File: src/rtl/alu.sv
// Registered single-cycle integer ALU for the execute stage.
// Result and status flags appear one clock after enable is sampled.
module alu #(
    parameter int WIDTH = 32,
    parameter int SW    = $clog2(WIDTH)
) (
    input  logic             clk,
    input  logic             reset,
    input  logic             enable,
    input  logic [3:0]       opcode,
    input  logic [WIDTH-1:0] operand_a,
    input  logic [WIDTH-1:0] operand_b,
    input  logic [SW-1:0]    shift_amount,
    output logic [WIDTH-1:0] result,
    output logic             zero_flag,
    output logic             carry_flag,
    output logic             overflow_flag,
    output logic             negative_flag,
    output logic             ready
);

    localparam logic [3:0] OP_ADD   = 4'h0;
    localparam logic [3:0] OP_SUB   = 4'h1;
    localparam logic [3:0] OP_AND   = 4'h2;
    localparam logic [3:0] OP_OR    = 4'h3;
    localparam logic [3:0] OP_XOR   = 4'h4;
    localparam logic [3:0] OP_NOT   = 4'h5;
    localparam logic [3:0] OP_SLL   = 4'h6;
    localparam logic [3:0] OP_SRL   = 4'h7;
    localparam logic [3:0] OP_SRA   = 4'h8;
    localparam logic [3:0] OP_SLT   = 4'h9;
    localparam logic [3:0] OP_SLTU  = 4'hA;
    localparam logic [3:0] OP_PASSB = 4'hB;

    logic [WIDTH-1:0] result_q, result_d;
    logic             zero_q, zero_d;
    logic             carry_q, carry_d;
    logic             ovf_q, ovf_d;
    logic             neg_q, neg_d;
    logic             ready_q;

    logic [WIDTH:0]        sum_ext;
    logic [WIDTH:0]        diff_ext;
    logic [WIDTH:0]        sll_ext;
    logic [WIDTH:0]        srl_ext;
    logic signed [WIDTH:0] sra_ext;
    logic                  sa, sb;

    // Extended arithmetic/shift results: the extra bit carries out the
    // carry/borrow or the last bit shifted out (zero when shifting by 0).
    assign sum_ext  = {1'b0, operand_a} + {1'b0, operand_b};
    assign diff_ext = {1'b0, operand_a} - {1'b0, operand_b};
    assign sll_ext  = {1'b0, operand_a} << shift_amount;
    assign srl_ext  = {operand_a, 1'b0} >> shift_amount;
    assign sra_ext  = $signed({operand_a, 1'b0}) >>> shift_amount;
    assign sa       = operand_a[WIDTH-1];
    assign sb       = operand_b[WIDTH-1];

    // Next result and carry/overflow selected by opcode; reserved -> 0.
    always_comb begin
        result_d = '0;
        carry_d  = 1'b0;
        ovf_d    = 1'b0;
        case (opcode)
            OP_ADD: begin
                result_d = sum_ext[WIDTH-1:0];
                carry_d  = sum_ext[WIDTH];
                ovf_d    = (sa == sb) && (sum_ext[WIDTH-1] != sa);
            end
            OP_SUB: begin
                result_d = diff_ext[WIDTH-1:0];
                carry_d  = diff_ext[WIDTH];
                ovf_d    = (sa != sb) && (diff_ext[WIDTH-1] != sa);
            end
            OP_AND:   result_d = operand_a & operand_b;
            OP_OR:    result_d = operand_a | operand_b;
            OP_XOR:   result_d = operand_a ^ operand_b;
            OP_NOT:   result_d = ~operand_a;
            OP_SLL: begin
                result_d = sll_ext[WIDTH-1:0];
                carry_d  = sll_ext[WIDTH];
            end
            OP_SRL: begin
                result_d = srl_ext[WIDTH:1];
                carry_d  = srl_ext[0];
            end
            OP_SRA: begin
                result_d = sra_ext[WIDTH:1];
                carry_d  = sra_ext[0];
            end
            OP_SLT: begin
                result_d = {{(WIDTH-1){1'b0}},
                            ($signed(operand_a) < $signed(operand_b))};
            end
            OP_SLTU: begin
                result_d = {{(WIDTH-1){1'b0}}, (operand_a < operand_b)};
            end
            OP_PASSB: result_d = operand_b;
            default:  result_d = '0;
        endcase
        zero_d = (result_d == '0);
        neg_d  = result_d[WIDTH-1];
    end

    // Output registers: reset clears, enable captures, otherwise hold.
    always_ff @(posedge clk) begin
        if (!reset) begin
            result_q <= '0;
            zero_q   <= 1'b0;
            carry_q  <= 1'b0;
            ovf_q    <= 1'b0;
            neg_q    <= 1'b0;
            ready_q  <= 1'b0;
        end else begin
            ready_q <= 1'b1;
            if (enable) begin
                result_q <= result_d;
                zero_q   <= zero_d;
                carry_q  <= carry_d;
                ovf_q    <= ovf_d;
                neg_q    <= neg_d;
            end
        end
    end

    assign result        = result_q;
    assign zero_flag     = zero_q;
    assign carry_flag    = carry_q;
    assign overflow_flag = ovf_q;
    assign negative_flag = neg_q;
    assign ready         = ready_q;

endmodule

File: config.mk
export PLATFORM = sky130hd
export DESIGN_NAME = alu
export DESIGN_NICKNAME = d
export VERILOG_FILES = /design/src/rtl/alu.sv
export SDC_FILE = /design/constraint.sdc
export NUM_CORES = 1
export LEC_CHECK = 0
export CAP_MARGIN = 20
export CORE_MARGIN = 5
export CORE_UTILIZATION = 50
export CTS_CLUSTER_SIZE = 12
export DETAILED_ROUTE_END_ITERATION = 6
export PLACE_DENSITY = 0.78
export SKIP_LAST_GASP = 1
export SLEW_MARGIN = 15
export SYNTH_ARGS = -nofsm -noshare
export SYNTH_HDL_FRONTEND = slang
export SYNTH_SLANG_ARGS = --single-unit
File: constraint.sdc
create_clock -name clk -period 5.12 [get_ports clk]
set_input_delay 0.512 -clock clk [delete_from_list [all_inputs] [get_ports clk]]
set_output_delay 0.512 -clock clk [all_outputs]
set_load 0.05 [all_outputs]
==> key figures <==
Yosys
  – Yosys warning total: 0
  – Post-synth EDFFs: 0
  – Synth Instances: ~1700
  – Post-synthesis register bit count: 36
  – Post-synthesis instance area: 12700 um2
  – Synthesized area per cell: between 7 and 8 um2
  – Top_reg_cell synth: dfxtp_1
  – Area contributors post-synth: mux4_2, ha_1, mux2i_1, dfxtp_1, nor2_1
  – Sequential area share after synthesis: 0.0568
  – Synth unique cells: 96
  – Asr flop ratio synth: 0
  – Synth Net Count: between 1500 and 2000
  – Area leader, netlist: mux4_2
  – Yosys top cell area share: 0.128

Clock tree
  – Clock Tree Buf Depth: 2
  – Hold_buf cts: 0
  – CTS tree: yes
  – Clk pin slew, worst setup/hold paths: 0.06 ns
  – Root buf cell: clkbuf_16
  – CTS H-tree depth: 2
  – Clock tree sinks: 36
  – Worst skew pair latency: just under 0.3 ns
  – Resized cells post-CTS: 0
  – Num CTS Buffers: 5
  – Post-CTS Setup Bufs: 0

Route
  – Metal3 WL: about 9300 um
  – DR WL/cell: 30.0 um
  – DR vias: between 15000 and 20000
  – Antenna-violating nets left: 0
  – Initial DRC Count: approximately 3300
  – Vias per inst: approximately 7.5
  – # DRC: 0
  – Routed met1 length: approximately 24000 um
  – Top layer in use: met4
  – First-pass DRT Iterations: 6
  – Post-Route WL: 63400 um
  – Routed wl met2: roughly 26000 um

Placed design
  – GP Congestion: ~1.1
  – Post-Place Cells: 2107
  – Post-DP HPWL: 49400 um
  – Port Buf Inserts: roughly 110

STA
  – Max-slew violations: 0
  – Hold slack: 0.485 ns
  – Final setup viols: 0
  – F_max: just over 200 MHz
  – Period utilisation layout: 0.963
  – Min cycle time layout: about 4.9 ns
  – Final clock skew: 0 ns
  – Worst Max-Slew Pin Slew: between 1 and 1.5 ns
  – Final Hold Viols: 0
  – Setup_tns: 0 ns
  – Slew headroom: 0.192
  – RSZ-0062 raised after global routing: false

GRT
  – Total grt overflow: 0
  – Initial antenna violation count: 0
  – First-pass GRT wire length: around 93000 um
  – Overall Global Routing Usage: 0.419
  – Number of global-route vias before repair: ~14000
  – Largest net degree at the start of global routing: 59

Power and ir drop
  – Combinational fraction of design power: 0.708
  – Clock Power Share: 0.154
  – PD cells: 158 nW/um2
  – P_int: 1130 uW
  – Max rail drop VDD: ~0.16 mV
  – Static Leak: 0.00588 uW
  – Switching pwr: approximately 1200 uW
  – Seq pwr share: 0.138
  – Sw frac: 0.510

Critical path
  – Crit-path max FO: 4
  – CP startpoint kind: input pin
  – Slowest-stage cell, CP: a2111oi_0
  – CP cell instances: clkdlybuf4s50_1 > inv_1 > ha_1 > fa_1 > nor2_1 > o311a_1 > o211a_1 > a2111oi_0 > o21a_1 > o41ai_1 > o21ai_0 > mux2i_1 > a2bb2oi_1 > nand4_1 > o31ai_1
  – Crit path max-delay family: compound AO/OA/AOI/OAI gates
  – Bufs and invs on worst path: 2
  – Crit path DAT: 5.13 ns
  – Worst endpoint required time: approximately 5.3 ns
  – CP Capture Type: flop
  – Worst path max stage delay: about 0.76 ns
  – Critical path class: input pin to flop

Floorplan
  – Die outline width: approximately 170 um
  – Starting Density: 0.505
  – Die area: 28600 um2
  – FP Rows: 58
  – IO Pins: about 110
  – Core Region: 25100 um2
  – Die Y: around 170 um

Final layout
  – Non-filler cells, final: ~2100
  – Core Util, Final: 0.579
  – Layout Nets: just under 2000
  – Layout cells sized above 1: 0.145
  – # diodes: 0
  – P&R area growth vs syn: 14.7%

Flow run
  – Max Cap Viol: 0

Run status
  – Outcome: completed

Min path
  – Hold Crit Class: flop to flop
worst register-to-register path: cells and delay by family, from the launching register on:
family	cells	cell delay, ns
flops	1	0.33
simple gates	1	0.27
compound gates	1	0.12
power groups by stage:
stage | clock network [uW] | registers (uW) | logic, uW
2_1_floorplan | 0 | 403 | 914
3_3_place_gp | 0 | 321 | 1550
3_5_place_dp | 0 | 322 | 1550
4_1_cts | 356 | 317 | 1560
5_1_grt | 373 | 320 | 1690
6_report | 354 | 317 | 1630
final cells by class:
class,count,area [um2]
clock inverters,2,35.0
fillers,2446,10600
multi-input cells,1406,10800
well taps,330,413
inverters,107,402
flip-flops and latches,36,721
repair buffers,228,2030
clock buffers,6,129
path summary, 6_finish.rpt:
path	from	to	slack (ns)	cells after the start
max	operand_a[0]	zero_flag$_SDFFE_PN0P_	0.19	15
min	result[19]$_SDFFE_PN0P_	result[19]$_SDFFE_PN0P_	0.48	1
max reg2reg	result[31]$_SDFFE_PN0P_	result[31]$_SDFFE_PN0P_	4.30	2
min reg2reg	result[19]$_SDFFE_PN0P_	result[19]$_SDFFE_PN0P_	0.48	1
metrics by stage:
stage | setup WS, ns | cell area [um2] | power (uW)
final | 0.190 | 14500 | 2300
after detailed placement | 0.145 | 14400 | 1870
after global routing | 0.0231 | 14500 | 2380
after floorplan | 1.25 | 12700 | 1320
after global placement | 0.133 | 14400 | 1870
after CTS | 0.383 | 14500 | 2230
cells by family (layout without fill, tap and decap cells):
group / count (synthesis) / after routing / synth area share
AO/OA/AOI/OAI: 599 / 599 / 0.331
flip-flops: 36 / 36 / 0.0568
XOR/XNOR: 7 / 7 / 0.00483
AND/OR/NAND/NOR: 529 / 529 / 0.207
multiplexers: 167 / 167 / 0.205
buffers and inverters: 282 / 343 / 0.0921
adder cells (fa/ha/maj): 104 / 104 / 0.104
Yosys cell counts (all sizes together), types with 12 or more instances:
cell,instances
nor2,163
clkbuf,118
nand2,114
o21ai,111
a21oi,108
inv,104
ha,102
mux2i,73
mux4,72
buf,57
nor3,54
a211oi,49
nand3,38
dfxtp,36
o22ai,36
a221oi,28
o211ai,28
a31oi,22
mux2,22
o31ai,22
nor4,20
nor2b,19
nand2b,18
a21o,17
or3,17
a22oi,16
nand4,14
or2,12
state kept, by name, indices dropped and copies added, names as in the netlist:
| name | count |
|---|---|
| ready | 1 |
| overflow_flag | 1 |
| zero_flag | 1 |
| result | 32 |
| carry_flag | 1 |
routing by layer:
layer  global-route usage  vias to the layer above
met5                    0                        -
met4                0.202                        0
met3                0.107                      248
met2                0.601                     1474
met1                0.586                     7453
li1                     -                     6733
placed cells by master (no fill, tap or decap), types with 72 or more instances in the layout:
master / count
nand2_1: 113
a21oi_1: 107
o21ai_0: 106
inv_1: 104
ha_1: 102
buf_4: 114
mux2i_1: 73
mux4_2: 72
clkdlybuf4s50_1: 106
nor2_1: 161
Note: power is estimated with default switching activity, not from simulation.
==> RTL change (same settings) <==
The parameter `WIDTH` goes from 32 to 16.
--- a/src/rtl/alu.sv
+++ b/src/rtl/alu.sv
@@ -2,5 +2,5 @@
 // Result and status flags appear one clock after enable is sampled.
 module alu #(
-    parameter int WIDTH = 32,
+    parameter int WIDTH = 16,
     parameter int SW    = $clog2(WIDTH)
 ) (
Interface: changed (resized operand_a, operand_b, result and shift_amount); port bits go from 113 to 64. No check against the original RTL was run, so the function may have changed too.
==> RTL change against the original RTL <==
The flow now finishes with violations (DRC). Critical path depth decreased by 3. Sequential cell count decreased by 16. Maximum frequency increased by 11%. Cell area decreased by 56%. Total power decreased by 58%. Sequential share of layout area increased by 1.4 points. Wire length decreased by 65%. Area after synthesis decreased by 57%. Setup slack improved by 480 ps. Cell count decreased by 54%. Utilization increased by 0.96 points. Register-to-register slack improved by 100 ps. Critical path type unchanged. Largest power group unchanged. Highest routed layer unchanged.
==> RTL change: results (changes against the original RTL) <==
{
  "vdd_drop_max": {"value": 0.210, "unit": "mV", "change": "+31%"},
  "fillerInstances": {"value": 1102, "change": "-55%"},
  "grt_max_degree": {"value": 53, "change": "-10%"},
  "hold_path_startpoint": "result[4]",
  "r2r_setup_slack": {"value": 4400, "unit": "ps", "change": "+100 ps"},
  "run_status": "finished with violations",
  "first_global_vias": {"value": 6051, "change": "-58%"},
  "ys_top_cells_by_area": "sky130_fd_sc_hd__ha_1 12%, sky130_fd_sc_hd__dfxtp_1 7.4%, sky130_fd_sc_hd__nor2_1 6.5%",
  "wl_per_cell": {"value": 22.9, "unit": "um", "change": "-24%"},
  "drt-pass1-iter-count": {"value": 7, "change": "+1"},
  "final_nets": {"value": 932, "change": "-53%"},
  "post-route-drc-count": {"value": 2, "change": "+2"},
  "port-buffer-count": {"value": 63, "change": "-44%"},
  "violations": "DRC",
  "ys_seq_area_frac": {"value": 0.0738, "change": "+0.0170"},
  "largest_register_ffs": {"value": 16, "change": "-50%"},
  "gp_congestion": {"value": 1.04, "change": "-3.7%"},
  "share_of_post_route_cells_with_drive_strength_above_1": {"value": 0.0972, "change": "-0.0479"},
  "p_leak": {"value": 2.61, "unit": "nW", "change": "-56%"},
  "timing.critical_path.arrival": {"value": 4650, "unit": "ps", "change": "-480 ps"},
  "grtUsageTotal": {"value": 0.336, "change": "-0.0826"},
  "cts-htree-levels": {"value": 1, "change": "-1"},
  "crit_fanout": {"value": 14, "change": "+10"},
  "power_report.internal_total": {"value": 0.515, "unit": "mW", "change": "-54%"},
  "worst_hold_path.num_cells": {"value": 2, "change": "+1"},
  "rr_endpoint": "result[7]",
  "dp.final_hpwl": {"value": 18000, "unit": "um", "change": "-64%"},
  "yosysUniqueCellTypes": {"value": 75, "change": "-22%"},
  "holdPathEnd": "result[4]",
  "relSlewSlack": {"value": 0.399, "change": "+0.207"},
  "yosys-top-cells-count": "94 x sky130_fd_sc_hd__nor2_1, 59 x sky130_fd_sc_hd__nand2_1, 56 x sky130_fd_sc_hd__a21oi_1",
  "detailedRoute.firstIterationViolations": {"value": 734, "change": "-78%"}
}
## RTL change: cell types whose count changed after synthesis, sizes merged, moves of 55 or more
cell    unedited run  this run
nor2             163        95
nand2            114        59
clkbuf           118        42
o21ai            111        51
mux4              72        10
## RTL change: layer usage
layer  global-route usage  share of wire  up-vias
met5                    0              0        -
met4                0.122          0.038        0
met3               0.0211          0.088       58
met2                0.551           0.46      345
met1                0.466           0.42     3049
li1                     -              -     3020
## RTL change: final cells by class
class                   instances  share of cell area
clock buffers                   3             0.00653
clock inverters                 1             0.00475
inverters                      50              0.0297
multi-input cells             655               0.721
flip-flops and latches         20              0.0633
well taps                     140              0.0277
repair buffers                104               0.147
## RTL change: logic make-up (layout without fill, tap and decap cells)
group,Yosys count,after routing,share of synthesized area
adders and majority gates,55,55,0.130
AOI/OAI and AO/OA,267,267,0.337
DFF,20,20,0.0738
and+or+nand+nor,285,285,0.260
buffers and inverters,115,158,0.0878
muxes,38,38,0.0959
xor gates and xnor gates,10,10,0.0161
## RTL change: how the worst max path moves through the flow
stage                       from         to  slack (ps)
global placement       opcode[0]  zero_flag         380
detailed placement     opcode[2]  zero_flag         420
global route        operand_a[0]  zero_flag         490
floorplan           operand_a[3]  zero_flag        1600
CTS                    opcode[0]  zero_flag         720
finish                 opcode[2]  zero_flag         670
## RTL change: through the flow
step | total power [mW] | hold WS, ps | instances | cell area, um^2
after floorplan | 0.587 | 540 | 790 | 5430
after global placement | 0.787 | 452 | 969 | 6260
after detailed placement | 0.797 | 456 | 969 | 6260
after CTS | 0.958 | 466 | 973 | 6330
after global routing | 1.03 | 483 | 973 | 6330
final | 0.968 | 465 | 973 | 6330
## RTL change: critical path: stages
cell and delay (ps):
sky130_fd_sc_hd__clkdlybuf4s50_1 860, sky130_fd_sc_hd__inv_1 220, sky130_fd_sc_hd__nand3_1 410, sky130_fd_sc_hd__o32ai_1 150
sky130_fd_sc_hd__a211o_1 310, sky130_fd_sc_hd__a2111oi_0 710, sky130_fd_sc_hd__buf_4 230, sky130_fd_sc_hd__o211ai_1 110
sky130_fd_sc_hd__nor4_1 360, sky130_fd_sc_hd__nand4_1 150, sky130_fd_sc_hd__or4_1 470, sky130_fd_sc_hd__o21ai_1 140
## RTL change: power by group through the flow
stage / sequential [mW] / combinational (mW) / clock [mW]
finish: 0.173 / 0.637 / 0.158
global route: 0.175 / 0.685 / 0.166
CTS: 0.173 / 0.623 / 0.161
detailed placement: 0.177 / 0.620 / 0
global placement: 0.176 / 0.611 / 0
floorplan: 0.218 / 0.369 / 0
